===== src/rtl/id_ex_stage_if.sv =====
// ID/EX stage bundle: ID-side inputs, downstream writer taps and
// EX-side outputs grouped as one interface (master = driver, slave = stage).
interface id_ex_stage_if #(
    parameter int XLEN = 32,
    parameter int REGW = 5,
    parameter int OPW  = 5
);
    logic            id_valid;
    logic [XLEN-1:0] id_pc;
    logic [REGW-1:0] id_rs1;
    logic [REGW-1:0] id_rs2;
    logic [REGW-1:0] id_rd;
    logic            id_rs1_used;
    logic            id_rs2_used;
    logic [XLEN-1:0] id_rs1_data;
    logic [XLEN-1:0] id_rs2_data;
    logic [XLEN-1:0] id_imm;
    logic            id_alusrc;
    logic [OPW-1:0]  id_aluop;
    logic            id_regwrite;
    logic            id_memread;
    logic            id_memwrite;
    logic [1:0]      id_wdsel;
    logic            hold;
    logic            flush;
    logic            exmem_regwrite;
    logic [REGW-1:0] exmem_rd;
    logic [XLEN-1:0] exmem_result;
    logic            memwb_regwrite;
    logic [REGW-1:0] memwb_rd;
    logic [XLEN-1:0] memwb_wdata;
    logic            stall;
    logic            ex_valid;
    logic [XLEN-1:0] ex_pc;
    logic [XLEN-1:0] ex_A;
    logic [XLEN-1:0] ex_B;
    logic [XLEN-1:0] ex_store_data;
    logic [OPW-1:0]  ex_aluop;
    logic [REGW-1:0] ex_rd;
    logic            ex_regwrite;
    logic            ex_memread;
    logic            ex_memwrite;
    logic [1:0]      ex_wdsel;

    modport master (
        output id_valid, id_pc, id_rs1, id_rs2, id_rd,
        output id_rs1_used, id_rs2_used, id_rs1_data, id_rs2_data,
        output id_imm, id_alusrc, id_aluop,
        output id_regwrite, id_memread, id_memwrite, id_wdsel,
        output hold, flush,
        output exmem_regwrite, exmem_rd, exmem_result,
        output memwb_regwrite, memwb_rd, memwb_wdata,
        input  stall, ex_valid, ex_pc, ex_A, ex_B, ex_store_data,
        input  ex_aluop, ex_rd, ex_regwrite, ex_memread, ex_memwrite,
        input  ex_wdsel
    );

    modport slave (
        input  id_valid, id_pc, id_rs1, id_rs2, id_rd,
        input  id_rs1_used, id_rs2_used, id_rs1_data, id_rs2_data,
        input  id_imm, id_alusrc, id_aluop,
        input  id_regwrite, id_memread, id_memwrite, id_wdsel,
        input  hold, flush,
        input  exmem_regwrite, exmem_rd, exmem_result,
        input  memwb_regwrite, memwb_rd, memwb_wdata,
        output stall, ex_valid, ex_pc, ex_A, ex_B, ex_store_data,
        output ex_aluop, ex_rd, ex_regwrite, ex_memread, ex_memwrite,
        output ex_wdsel
    );
endinterface


===== src/rtl/id_ex_stage.sv =====
// ID/EX pipeline register with EX-side forwarding and hazard stall.
// Ports: clk, rst (async, active-high), bus (id_ex_stage_if.slave):
//   id_* decoded instruction in, hold/flush, EX/MEM and MEM/WB writer taps,
//   stall out, ex_* ALU operands/controls out.
// Macro ID_EX_FORWARD_EN: defined = forwarding + load-use stall only;
//   undefined = no forwarding, stall on any RAW against EX, EX/MEM, MEM/WB.
module id_ex_stage #(
    parameter int             XLEN      = 32,
    parameter int             REGW      = 5,
    parameter int             OPW       = 5,
    parameter logic [OPW-1:0] ALUOP_NOP = '0
) (
    input logic          clk,
    input logic          rst,
    id_ex_stage_if.slave bus
);
    typedef struct packed {
        logic            valid;
        logic [XLEN-1:0] pc;
        logic [REGW-1:0] rs1;
        logic [REGW-1:0] rs2;
        logic [REGW-1:0] rd;
        logic [XLEN-1:0] rs1_data;
        logic [XLEN-1:0] rs2_data;
        logic [XLEN-1:0] imm;
        logic            alusrc;
        logic [OPW-1:0]  aluop;
        logic            regwrite;
        logic            memread;
        logic            memwrite;
        logic [1:0]      wdsel;
    } ex_reg_t;

    ex_reg_t         ex_q;
    ex_reg_t         ex_d;
    logic            hazard;
    logic [XLEN-1:0] rs1_fwd;
    logic [XLEN-1:0] rs2_fwd;

    // Does the ID instruction read a register that writer (wr, rd) produces?
    function automatic logic raw_hit(input logic wr, input logic [REGW-1:0] rd);
        return wr && (rd != '0) &&
               ((bus.id_rs1_used && bus.id_rs1 == rd) ||
                (bus.id_rs2_used && bus.id_rs2 == rd));
    endfunction

`ifdef ID_EX_FORWARD_EN
    // Youngest writer wins; x0 is never a forwarding source.
    function automatic logic [XLEN-1:0] fwd(input logic [REGW-1:0] rs,
                                            input logic [XLEN-1:0] rf);
        if (bus.exmem_regwrite && bus.exmem_rd != '0 && bus.exmem_rd == rs)
            return bus.exmem_result;
        else if (bus.memwb_regwrite && bus.memwb_rd != '0 && bus.memwb_rd == rs)
            return bus.memwb_wdata;
        else
            return rf;
    endfunction

    assign rs1_fwd = fwd(ex_q.rs1, ex_q.rs1_data);
    assign rs2_fwd = fwd(ex_q.rs2, ex_q.rs2_data);

    // Only a load in EX cannot be forwarded in time.
    assign hazard = bus.id_valid &&
                    raw_hit(ex_q.valid && ex_q.memread, ex_q.rd);
`else
    logic unused_fwd;
    assign unused_fwd = ^{bus.exmem_result, bus.memwb_wdata, ex_q.rs1, ex_q.rs2};

    assign rs1_fwd = ex_q.rs1_data;
    assign rs2_fwd = ex_q.rs2_data;

    // Without forwarding, wait until every in-flight producer has retired.
    assign hazard = bus.id_valid &&
                    (raw_hit(ex_q.valid && ex_q.regwrite, ex_q.rd) ||
                     raw_hit(bus.exmem_regwrite, bus.exmem_rd) ||
                     raw_hit(bus.memwb_regwrite, bus.memwb_rd));
`endif

    always_comb begin
        ex_d = ex_q;
        if (bus.hold) begin
            ex_d = ex_q;
        end else if (bus.flush || hazard) begin
            ex_d       = '0;
            ex_d.aluop = ALUOP_NOP;
        end else begin
            ex_d.valid    = bus.id_valid;
            ex_d.pc       = bus.id_pc;
            ex_d.rs1      = bus.id_rs1;
            ex_d.rs2      = bus.id_rs2;
            ex_d.rd       = bus.id_rd;
            ex_d.rs1_data = bus.id_rs1_data;
            ex_d.rs2_data = bus.id_rs2_data;
            ex_d.imm      = bus.id_imm;
            ex_d.alusrc   = bus.id_alusrc;
            ex_d.aluop    = bus.id_aluop;
            ex_d.regwrite = bus.id_regwrite;
            ex_d.memread  = bus.id_memread;
            ex_d.memwrite = bus.id_memwrite;
            ex_d.wdsel    = bus.id_wdsel;
        end
    end

    always_ff @(posedge clk or posedge rst) begin
        if (rst) begin
            ex_q       <= '0;
            ex_q.aluop <= ALUOP_NOP;
        end else begin
            ex_q <= ex_d;
        end
    end

    // A flushed ID instruction is discarded, so it never needs to wait.
    assign bus.stall         = hazard && !bus.flush;
    assign bus.ex_valid      = ex_q.valid;
    assign bus.ex_pc         = ex_q.pc;
    assign bus.ex_A          = rs1_fwd;
    assign bus.ex_B          = ex_q.alusrc ? ex_q.imm : rs2_fwd;
    assign bus.ex_store_data = rs2_fwd;
    assign bus.ex_aluop      = ex_q.aluop;
    assign bus.ex_rd         = ex_q.rd;
    assign bus.ex_regwrite   = ex_q.valid && ex_q.regwrite;
    assign bus.ex_memread    = ex_q.valid && ex_q.memread;
    assign bus.ex_memwrite   = ex_q.valid && ex_q.memwrite;
    assign bus.ex_wdsel      = ex_q.wdsel;
endmodule

===== src/flat_wrapper.sv =====
// flat-port wrapper written by rule: the top's interface ports become plain ports
module id_ex_stage_flat 
#(
    parameter int             XLEN      = 32,
    parameter int             REGW      = 5,
    parameter int             OPW       = 5,
    parameter logic [OPW-1:0] ALUOP_NOP = '0
)
  (clk, rst, bus_id_valid, bus_id_pc, bus_id_rs1, bus_id_rs2, bus_id_rd, bus_id_rs1_used, bus_id_rs2_used, bus_id_rs1_data, bus_id_rs2_data, bus_id_imm, bus_id_alusrc, bus_id_aluop, bus_id_regwrite, bus_id_memread, bus_id_memwrite, bus_id_wdsel, bus_hold, bus_flush, bus_exmem_regwrite, bus_exmem_rd, bus_exmem_result, bus_memwb_regwrite, bus_memwb_rd, bus_memwb_wdata, bus_stall, bus_ex_valid, bus_ex_pc, bus_ex_A, bus_ex_B, bus_ex_store_data, bus_ex_aluop, bus_ex_rd, bus_ex_regwrite, bus_ex_memread, bus_ex_memwrite, bus_ex_wdsel);
  id_ex_stage_if #(.XLEN(XLEN), .REGW(REGW), .OPW(OPW)) bus_i ();
  input logic clk;
  input logic rst;
  input wire logic [$bits(bus_i.id_valid)-1:0] bus_id_valid;
  input wire logic [$bits(bus_i.id_pc)-1:0] bus_id_pc;
  input wire logic [$bits(bus_i.id_rs1)-1:0] bus_id_rs1;
  input wire logic [$bits(bus_i.id_rs2)-1:0] bus_id_rs2;
  input wire logic [$bits(bus_i.id_rd)-1:0] bus_id_rd;
  input wire logic [$bits(bus_i.id_rs1_used)-1:0] bus_id_rs1_used;
  input wire logic [$bits(bus_i.id_rs2_used)-1:0] bus_id_rs2_used;
  input wire logic [$bits(bus_i.id_rs1_data)-1:0] bus_id_rs1_data;
  input wire logic [$bits(bus_i.id_rs2_data)-1:0] bus_id_rs2_data;
  input wire logic [$bits(bus_i.id_imm)-1:0] bus_id_imm;
  input wire logic [$bits(bus_i.id_alusrc)-1:0] bus_id_alusrc;
  input wire logic [$bits(bus_i.id_aluop)-1:0] bus_id_aluop;
  input wire logic [$bits(bus_i.id_regwrite)-1:0] bus_id_regwrite;
  input wire logic [$bits(bus_i.id_memread)-1:0] bus_id_memread;
  input wire logic [$bits(bus_i.id_memwrite)-1:0] bus_id_memwrite;
  input wire logic [$bits(bus_i.id_wdsel)-1:0] bus_id_wdsel;
  input wire logic [$bits(bus_i.hold)-1:0] bus_hold;
  input wire logic [$bits(bus_i.flush)-1:0] bus_flush;
  input wire logic [$bits(bus_i.exmem_regwrite)-1:0] bus_exmem_regwrite;
  input wire logic [$bits(bus_i.exmem_rd)-1:0] bus_exmem_rd;
  input wire logic [$bits(bus_i.exmem_result)-1:0] bus_exmem_result;
  input wire logic [$bits(bus_i.memwb_regwrite)-1:0] bus_memwb_regwrite;
  input wire logic [$bits(bus_i.memwb_rd)-1:0] bus_memwb_rd;
  input wire logic [$bits(bus_i.memwb_wdata)-1:0] bus_memwb_wdata;
  output wire logic [$bits(bus_i.stall)-1:0] bus_stall;
  output wire logic [$bits(bus_i.ex_valid)-1:0] bus_ex_valid;
  output wire logic [$bits(bus_i.ex_pc)-1:0] bus_ex_pc;
  output wire logic [$bits(bus_i.ex_A)-1:0] bus_ex_A;
  output wire logic [$bits(bus_i.ex_B)-1:0] bus_ex_B;
  output wire logic [$bits(bus_i.ex_store_data)-1:0] bus_ex_store_data;
  output wire logic [$bits(bus_i.ex_aluop)-1:0] bus_ex_aluop;
  output wire logic [$bits(bus_i.ex_rd)-1:0] bus_ex_rd;
  output wire logic [$bits(bus_i.ex_regwrite)-1:0] bus_ex_regwrite;
  output wire logic [$bits(bus_i.ex_memread)-1:0] bus_ex_memread;
  output wire logic [$bits(bus_i.ex_memwrite)-1:0] bus_ex_memwrite;
  output wire logic [$bits(bus_i.ex_wdsel)-1:0] bus_ex_wdsel;
  assign bus_i.id_valid = bus_id_valid;
  assign bus_i.id_pc = bus_id_pc;
  assign bus_i.id_rs1 = bus_id_rs1;
  assign bus_i.id_rs2 = bus_id_rs2;
  assign bus_i.id_rd = bus_id_rd;
  assign bus_i.id_rs1_used = bus_id_rs1_used;
  assign bus_i.id_rs2_used = bus_id_rs2_used;
  assign bus_i.id_rs1_data = bus_id_rs1_data;
  assign bus_i.id_rs2_data = bus_id_rs2_data;
  assign bus_i.id_imm = bus_id_imm;
  assign bus_i.id_alusrc = bus_id_alusrc;
  assign bus_i.id_aluop = bus_id_aluop;
  assign bus_i.id_regwrite = bus_id_regwrite;
  assign bus_i.id_memread = bus_id_memread;
  assign bus_i.id_memwrite = bus_id_memwrite;
  assign bus_i.id_wdsel = bus_id_wdsel;
  assign bus_i.hold = bus_hold;
  assign bus_i.flush = bus_flush;
  assign bus_i.exmem_regwrite = bus_exmem_regwrite;
  assign bus_i.exmem_rd = bus_exmem_rd;
  assign bus_i.exmem_result = bus_exmem_result;
  assign bus_i.memwb_regwrite = bus_memwb_regwrite;
  assign bus_i.memwb_rd = bus_memwb_rd;
  assign bus_i.memwb_wdata = bus_memwb_wdata;
  assign bus_stall = bus_i.stall;
  assign bus_ex_valid = bus_i.ex_valid;
  assign bus_ex_pc = bus_i.ex_pc;
  assign bus_ex_A = bus_i.ex_A;
  assign bus_ex_B = bus_i.ex_B;
  assign bus_ex_store_data = bus_i.ex_store_data;
  assign bus_ex_aluop = bus_i.ex_aluop;
  assign bus_ex_rd = bus_i.ex_rd;
  assign bus_ex_regwrite = bus_i.ex_regwrite;
  assign bus_ex_memread = bus_i.ex_memread;
  assign bus_ex_memwrite = bus_i.ex_memwrite;
  assign bus_ex_wdsel = bus_i.ex_wdsel;
  id_ex_stage #(.XLEN(XLEN), .REGW(REGW), .OPW(OPW), .ALUOP_NOP(ALUOP_NOP)) u_core (.clk(clk), .rst(rst), .bus(bus_i));
endmodule

===== config.mk =====
export PLATFORM = sky130hd
export DESIGN_NAME = id_ex_stage_flat
export DESIGN_NICKNAME = d
export VERILOG_FILES = /design/src/rtl/id_ex_stage_if.sv /design/src/rtl/id_ex_stage.sv /design/src/flat_wrapper.sv
export SDC_FILE = /design/constraint.sdc
export NUM_CORES = 1
export LEC_CHECK = 0
export ABC_AREA = 1
export BUFFER_PORTS_ARGS = -buffer_cell sky130_fd_sc_hd__buf_4
export CORE_ASPECT_RATIO = 0.75
export CORE_MARGIN = 4
export CORE_UTILIZATION = 45
export DETAILED_ROUTE_END_ITERATION = 7
export PLACE_DENSITY = 0.82
export SLEW_MARGIN = 20
export SYNTH_ARGS = -nofsm -noshare
export SYNTH_HDL_FRONTEND = slang
export SYNTH_SLANG_ARGS = --single-unit

===== constraint.sdc =====
create_clock -name clk -period 6.24 [get_ports clk]
set_clock_uncertainty 0.2 [all_clocks]
set_input_delay 0.624 -clock clk [delete_from_list [all_inputs] [get_ports clk]]
set_output_delay 0.624 -clock clk [all_outputs]
set_load 0.02 [all_outputs]

==> summary.txt, run 1 <==
Global route
  – Global-route wire length before repair: 38400 um
  – Vias in the first global route: ~7500
  – Initial antenna violation count: 1
  – Total Routing Usage GR: 20.1%
  – Largest net degree at the start of global routing: 153
  – Total congestion overflow: 0

Critical path
  – Crit path buf inv count: 2
  – CP dominant cell by count: nand2_1
  – Crit Path Max Fanout: 89
  – Critical Path End Type: primary output
  – CP max-delay cell: dfrtp_1
  – CP Cell Sequence: inv_1 -> nand2_1 -> nand2_1 -> nor2_1 -> nand3_1 -> nand2_1 -> nand2_1 -> nand3_2 -> nand2_8 -> nor2_2 -> buf_4
  – Worst Path Required: 5420 ps
  – Worst Path Class, Setup: reg2out
  – Slowest Stage Delay on Critical Path: 460 ps
  – Cell family with most CP delay: simple AND/OR/NAND/NOR gates
  – Crit path DAT: 2380 ps
  – Startpoint types: flip-flop

Power and ir drop
  – Max IR drop VDD: 0.128 mV
  – Cell Pwr Density: 240 nW/um2
  – Power, Total: 2.77 mW
  – Lkg Pwr: 6.80 nW

CTS
  – Clock Tree Buf Depth: 2
  – H-tree depth: 4
  – Cts hold-fix bufs: 0
  – Reg clk slew, reported paths: 60 ps
  – Post-CTS Resized: 0
  – Clk Latency, worst-skew pair: 420 ps
  – CTS tree: built
  – Clk root buf: clkbuf_16
  – CTS sink cnt: ~150
  – Post-CTS setup buffer count: 0
  – CTS buffer count: 17

Min path
  – Hold Crit Class: in2async

Detailed routing
  – Avg WL per Cell: about 14 um
  – Routed Antenna Nets: 0
  – DR DRC count: 0
  – DRT Pass-1 Iters: 6
  – DRT Wirelength: between 20000 and 25000 um
  – DR vias: 7890
  – DR vias/cell: 4.64
  – Initial DRC count: 478

Floorplan
  – I/O pins: 382
  – Die footprint: 23300 um2
  – Width of the die: 175 um
  – Initial Util: 46.1%
  – Chip height: about 130 um
  – Placement Rows: 45
  – CORE AREA: 20400 um2

Timing
  – Setup violations, final: 0
  – RSZ-0062 raised after global routing: no
  – Final Hold Fails: 0
  – Period minus WS final: approximately 3200 ps
  – FMAX: between 300 and 400 MHz
  – Slew Limit Fails: 0
  – Crit share post-route: between 50 and 60%
  – Worst-Margin Slew: 1070 ps
  – Max_slew headroom: between 20% and 30%
  – Worst hold slack: 137 ps
  – TNS Setup: 0 ps

Placement
  – DP HPWL: 16800 um
  – Cells after DPL: 1667
  – Placer congestion estimate: 0.821
  – PortBufs: 317

Logic synthesis
  – Register area share after synthesis: 38.6%
  – Post-synth cell types: 19
  – FF+latch count, synth: approximately 150
  – Syn Std Cell Area: 9400 um2
  – Warnings from Yosys: 0
  – Post-Synthesis Cells: 1237
  – Post-Syn Nets: 1474
  – Syn Area/Cell: 7.60 um2

Finish
  – Final net count: 1641
  – Util after Layout: a little under three fifths
  – Non-filler cells, final: 1700
  – Share of layout cells above drive strength 1: 35.5%
  – # fillers: 1837
  – Multi-input gate area: 3790 um2
  – Syn-to-layout area delta: 22.5%
  – FF+latch area: 3630 um2

Job
  – Maximum Capacitance Violations: 0

Status
  – Outcome: finished clean
-- registers in the layout (all words and copies together), names as in the netlist --
| register | flops |
|---|---|
| u_core.bus.ex_A | 32 |
| u_core.bus.ex_aluop | 5 |
| u_core.bus.ex_pc | 32 |
| u_core.bus.ex_rd | 5 |
| u_core.bus.ex_store_data | 32 |
| u_core.bus.ex_valid | 1 |
| u_core.bus.ex_wdsel | 2 |
| u_core.ex_q | 36 |
-- worst paths after layout --
path | startpoint | end | slack [ps] | cells past startpoint
setup / recovery | u_core.bus.ex_rd[0] | bus_stall | 3030 | 11
hold / removal | rst | u_core.bus.ex_store_data[1] | 140 | 2
setup reg to reg | u_core.bus.ex_rd[3] | u_core.bus.ex_store_data[13] | 3210 | 10
hold reg to reg | u_core.ex_q[42] | u_core.ex_q[42] | 280 | 2
max in group asynchronous | rst | u_core.ex_q[15] | 4270 | 3
min in group clk | u_core.ex_q[42] | u_core.ex_q[42] | 280 | 2
-- stage by stage --
step	setup WS (ps)	area, um2
floorplan	1520	9400
global placement	2890	10900
detailed placement	2870	10900
CTS	3000	11500
global route	2820	11500
finish	3030	11500
-- cells by family after synthesis --
| family | synth area share (%) |
|---|---|
| compound gates | 0.426 |
| mux | 3.83 |
| flops | 38.6 |
| buf+inv | 21.2 |
| simple gates | 36.0 |
-- routing by layer --
metal	GRT usage (%)	wire length (um)	part of all wire (%)
met3	6.70	2160	9.0
met1	26.0	10300	43
met5	0	0	0
met2	32.2	11100	46
met4	6.11	469	2.0
-- worst register-to-register path: stages, from the launching register on --
cell and delay [ps]:
dfrtp_1 470, inv_2 100, nand4_1 130, o21ai_0 180, inv_1 50, nand2_1 70
nand3_2 130, nand2_8 470, buf_4 860, nand3_2 180, nand2_1 110
-- synth_stat cells --
master | count | area (um2)
buf_1 | 1 | 3.75
buf_12 | 11 | 220
buf_2 | 3 | 15.0
buf_4 | 119 | 893
buf_6 | 5 | 56.3
clkbuf_1 | 36 | 135
dfrtp_1 | 145 | 3630
inv_1 | 173 | 649
inv_2 | 5 | 18.8
mux2_2 | 32 | 360
nand2_1 | 373 | 1400
nand2_4 | 1 | 11.3
nand3_1 | 42 | 210
nand3_2 | 110 | 1100
nand4_1 | 3 | 18.8
nor2_1 | 169 | 634
nor2_2 | 1 | 6.26
o21ai_0 | 4 | 20.0
o21ai_1 | 4 | 20.0
-- area by class of cell --
cell class / instances / share of cell area (%)
sequential: 145 / 31.5
inverter: 178 / 5.89
timing repair buffer: 323 / 21.2
antenna: 1 / 0.0217
clock buffer: 19 / 3.76
tap: 282 / 3.06
clock inverter: 13 / 1.63
multi-input combinational: 739 / 32.9
-- layout by cell type, fill, tap and decap left out, types with 4 or more instances in the layout --
| cell type | netlist | final |
|---|---|---|
| nand2_1 | 373 | 373 |
| nand3_2 | 110 | 110 |
| inv_2 | 5 | 4 |
| mux2_2 | 32 | 32 |
| dfrtp_1 | 145 | 145 |
| o21ai_1 | 4 | 4 |
| o21ai_0 | 4 | 4 |
| clkinv_4 | 0 | 4 |
| nor2_1 | 169 | 169 |
| buf_4 | 119 | 321 |
| bufinv_16 | 0 | 4 |
| clkbuf_16 | 0 | 17 |
| nand3_1 | 42 | 42 |
| inv_1 | 173 | 172 |
-- power by group --
part	leakage, nW	switching [mW]	internal (mW)
Sequential	1.89	0.0521	1.02
Clock	0.293	0.412	0.671
Combinational	4.62	0.351	0.267
Total	6.80	0.815	1.95
Note: power is estimated with default switching activity, not from simulation.
==> run 2, diff against run 1 <==
--- a/config.mk
+++ b/config.mk
@@ -5,13 +5,13 @@
 export SDC_FILE = /design/constraint.sdc
 export NUM_CORES = 1
 export LEC_CHECK = 0
-export ABC_AREA = 1
+export ABC_AREA = 0
 export BUFFER_PORTS_ARGS = -buffer_cell sky130_fd_sc_hd__buf_4
 export CORE_ASPECT_RATIO = 0.75
 export CORE_MARGIN = 4
-export CORE_UTILIZATION = 45
+export CORE_UTILIZATION = 43
 export DETAILED_ROUTE_END_ITERATION = 7
-export PLACE_DENSITY = 0.82
+export PLACE_DENSITY = 0.84
 export SLEW_MARGIN = 20
 export SYNTH_ARGS = -nofsm -noshare
 export SYNTH_HDL_FRONTEND = slang
==> constraint.sdc (replaced) <==
create_clock -name clk -period 2.6 [get_ports clk]
set_clock_uncertainty 0.2 [all_clocks]
set_input_delay 0.26 -clock clk [delete_from_list [all_inputs] [get_ports clk]]
set_output_delay 0.26 -clock clk [all_outputs]
set_load 0.02 [all_outputs]
==> run 2 against run 1 <==
Compared with the run above:
- largest power group unchanged
- global-route usage increased by 5.3 points
- sequential power grew to 2.5 times the previous value
- highest routed layer unchanged
- critical path depth down 4
- combinational power rose to 3.6 times the previous value
- non-clock buffer count up 174
- synthesized cell count shrank 42%
- synthesized area is 12% lower
- die area down 7.4%
- hold slack lost 32 ps
- the flow now finishes with violations (setup timing)
==> summary.txt, run 2 <==
Power and ir drop
  – Internal Pwr Total: 5.53 mW (+180%)
  – Switching power: 2.19 mW (+170%)
  – Net Sw Frac: 28.3% (-1.1 points)
  – Cell Pwr Density: 625 nW/um2 (+160%)
  – Max IR drop VDD: 0.459 mV (+260%)
  – Clock power frac: 36.6% (-2.5 points)
  – Combinational share of power: 28.6% (+6.3 points)
  – Sequential Power Share: 34.8% (-3.8 points)
  – Lkg Pwr: 5.59 nW (-18%)
  – Power, Total: 7.72 mW (+180%)

Logic synthesis
  – Cell with the most instances after synthesis: dfrtp_1
  – Synth area leaders: dfrtp_1 (44%), a32o_1 (17%), a31o_2 (14%), buf_4 (9.8%), mux2_2 (4.4%)
  – Post-Synthesis Cells: 717 (-42%)
  – Register area share after synthesis: 43.8% (+5.2 points)
  – Synth Area in Adders: 0% (unchanged)
  – Synth cell count leaders: dfrtp_1 (145), a32o_1 (144), a31o_2 (132)
  – Fraction of synthesized cell area in xor and xnor cells: 3.17% (+3.2 points)
  – Post-Syn Nets: 954 (-35%)
  – Ys flop type: dfrtp_1
  – Synth area leader: dfrtp_1
  – FF+latch count, synth: 145 (unchanged)
  – Syn Area/Cell: 11.5 um2 (+52%)
  – Post-synth cell types: 21 (+2)
  – Post-synth EDFFs: 0 (unchanged)
  – Warnings from Yosys: 0 (unchanged)
  – Top-area cell type share of the netlist area: 43.8% (+5.2 points)
  – Syn Std Cell Area: 8280 um2 (-12%)
  – Compound-Gate Fraction of Synth Area: 33.4% (+33 points)
  – Largest family of logic cells by synthesized area: compound AO/OA/AOI/OAI gates
  – Simple-gate area share of the yosys netlist: 1.44% (-35 points)
  – Async S/R FF share, synth: 100% (unchanged)
  – Mux contribution to synthesized area: 4.35% (+0.52 points)

Min path
  – Hold Crit Class: in2reg
  – WHS Endpoint: u_core.bus.ex_valid
  – Hold_sp: bus_id_valid
  – Hold Path Stages: 4

Finish
  – Commonest non-fill, non-tap cells in the layout: buf_4 (342), dlygate4sd3_1 (145), dfrtp_1 (145), a32o_1 (144), a31o_2 (132)
  – Syn-to-layout area delta: 49.4%
  – Non-filler cells, final: 1305 (-23%)
  – Final net count: 1280 (-22%)
  – Share of layout cells above drive strength 1: 52.2% (+17 points)
  – Final Cell Area: 12400 um2 (+7.4%)
  – Reg with most FFs: u_core.ex_q
  – Util after Layout: 66.1% (+9.5 points)
  – Max FFs per register: 36 (unchanged)
  – Commonest non-fill, non-tap cell in the layout: buf_4

Global route
  – Initial antenna violation count: 2 (+1)
  – Global-route wire length before repair: 44400 um (+16%)
  – Vias in the first global route: 8073 (+7.9%)
  – Total congestion overflow: 0 (unchanged)
  – Total Routing Usage GR: 25.4% (+5.3 points)
  – Largest net degree at the start of global routing: 131 (-14%)

Placement
  – PortBufs: 317 (unchanged)
  – Cells after DPL: 1122 (-33%)
  – Placer congestion estimate: 0.852 (+3.7%)
  – DP HPWL: 16900 um (+0.43%)
  – Worst slack at placement: 60.4 ps (-2810 ps)
  – Placed Area: 10200 um2 (-6.6%)

Critical path
  – Worst Path Class, Setup: reg2out
  – Reg-to-Reg Start: u_core.bus.ex_rd[2]
  – Critical Path End Type: primary output
  – Worst Path Required: 2140 ps (-3280 ps)
  – Startpoint types: flip-flop
  – Crit Path Max Fanout: 2 (-98%)
  – Crit path DAT: 2170 ps (-210 ps)
  – Reg-to-Reg End: u_core.ex_q[31]
  – Flop-to-flop setup slack: 70 ps (-3140 ps)
  – Register-to-Register Path Depth: 8 (-2)

Timing
  – Slew Limit Fails: 0 (unchanged)
  – Worst-Margin Slew: 1000 ps (-67.8 ps)
  – Max_slew headroom: 33.3% (+4.5 points)
  – Final Hold Fails: 0 (unchanged)
  – FMAX: 381 MHz
  – Setup violations, final: 1 (+1)
  – Worst setup margin: -27.9 ps (-3060 ps)
  – Period minus WS final: 2630 ps
  – RSZ-0062 raised after global routing: yes
  – Crit share post-route: 101%

Floorplan
  – Die footprint: 21600 um2 (-7.4%)
  – Initial Util: 44.2% (-1.9 points)
  – I/O pins: 382 (unchanged)
  – Width of the die: 168 um (-3.8%)
  – Chip height: 128 um (-3.8%)
  – CORE AREA: 18700 um2 (-8.1%)
  – Placement Rows: 43 (-4.4%)

Detailed routing
  – DRT Pass-1 Iters: 5 (-1)
  – Routed Antenna Nets: 0 (unchanged)
  – Avg WL per Cell: 21.6 um (+53%)
  – Initial DRC count: 865 (+81%)
  – DR DRC count: 0 (unchanged)
  – DR vias/cell: 5.96 (+28%)
  – DR vias: 7772 (-1.5%)
  – DRT Wirelength: 28200 um (+18%)

CTS
  – Clk root buf: clkbuf_16
  – CTS sink cnt: 145 (unchanged)
  – Clock Tree Buf Depth: 2 (unchanged)
  – CTS tree: built
  – Clk Latency, worst-skew pair: 410 ps (about the same)
  – Reg clk slew, reported paths: 60 ps (about the same)
  – CTS buffer count: 17 (unchanged)
  – H-tree depth: 4 (unchanged)

Status
  – Outcome: finished, violations left
  – Failing checks: setup timing

Job
  – Maximum Capacitance Violations: 0 (unchanged)
-- run 2: cell types whose count changed after synthesis, sizes merged, moves of 8 or more --
cell	delta
nand2	-368
xnor2	+30
clkbuf	+30
o21ai	-8
inv	-176
buf	-15
a31o	+144
nand3	-152
nor2	-167
a32o	+144
-- run 2: how the worst max path moves through the flow --
stage / startpoint / to / slack [ps] / depth (start not counted)
after floorplan: u_core.bus.ex_rd[1] / bus_stall / 280 / 6
after global placement: bus_memwb_rd[0] / u_core.bus.ex_pc[19] / 80 / 7
after detailed placement: bus_memwb_rd[0] / u_core.bus.ex_pc[4] / 60 / 7
after CTS: u_core.bus.ex_rd[1] / bus_stall / -80 / 6
after global routing: u_core.bus.ex_rd[2] / bus_stall / -80 / 7
final: u_core.bus.ex_rd[2] / bus_stall / -30 / 7
-- run 2: layout make-up --
class / count / area, um2
fill: 1333 / 6360
timing repair buffer: 497 / 4200
sequential: 145 / 3630
multi-input combinational: 380 / 3530
clock buffer: 23 / 478
tap: 247 / 309
clock inverter: 9 / 201
inverter: 2 / 13.8
antenna: 2 / 5.00
-- run 2: metrics by stage --
step	TNS (ps)	hold slack (ps)
final	-27.9	105
after global routing	-81.3	114
after CTS	-81.7	94.2
after detailed placement	0	22.8
after global placement	0	19.6
after floorplan	0	201
-- run 2: power groups by stage --
| stage | clock network [mW] | registers [mW] | logic [mW] |
|---|---|---|---|
| floorplan | 0 | 2.66 | 1.39 |
| detailed placement | 0 | 2.71 | 1.98 |
| global placement | 0 | 2.69 | 1.95 |
| CTS | 2.88 | 2.67 | 2.17 |
| global route | 2.97 | 2.71 | 2.34 |
| finish | 2.83 | 2.68 | 2.21 |
-- run 2: what timing repair did --
| item | CTS | global route |
|---|---|---|
| resized for setup | 4 | 3 |
| pin swaps | 1 | 4 |
| endpoints found under the setup margin | 1 | 99 |
| hold endpoints to repair | 289 | 0 |
| hold buffers | 145 | 0 |
| buffers inserted | 4 | 2 |
-- run 2: cells by family after synthesis --
| kind of cell | count (synthesis) |
|---|---|
| mux | 32 |
| buf+inv | 192 |
| xor+xnor | 30 |
| simple gates | 22 |
| compound gates | 296 |
| flops | 145 |
-- run 2: routing by layer --
layer / part of all wire (%) / vias up / track usage (%) / routed length, um
met5: 0 / - / 0 / 0
met4: 2.8 / 0 / 8.73 / 791
met3: 8.4 / 73 / 7.03 / 2390
met2: 51 / 423 / 45.1 / 14300
met1: 38 / 3845 / 29.8 / 10700
li1: - / 3431 / - / -
-- run 2: critical path: stages (launching register included) --
cell	delay [ps]
dfrtp_1	370
or4_1	510
o21a_1	190
a222oi_1	230
buf_4	190
buf_6	100
nor2_2	40
buf_6	130
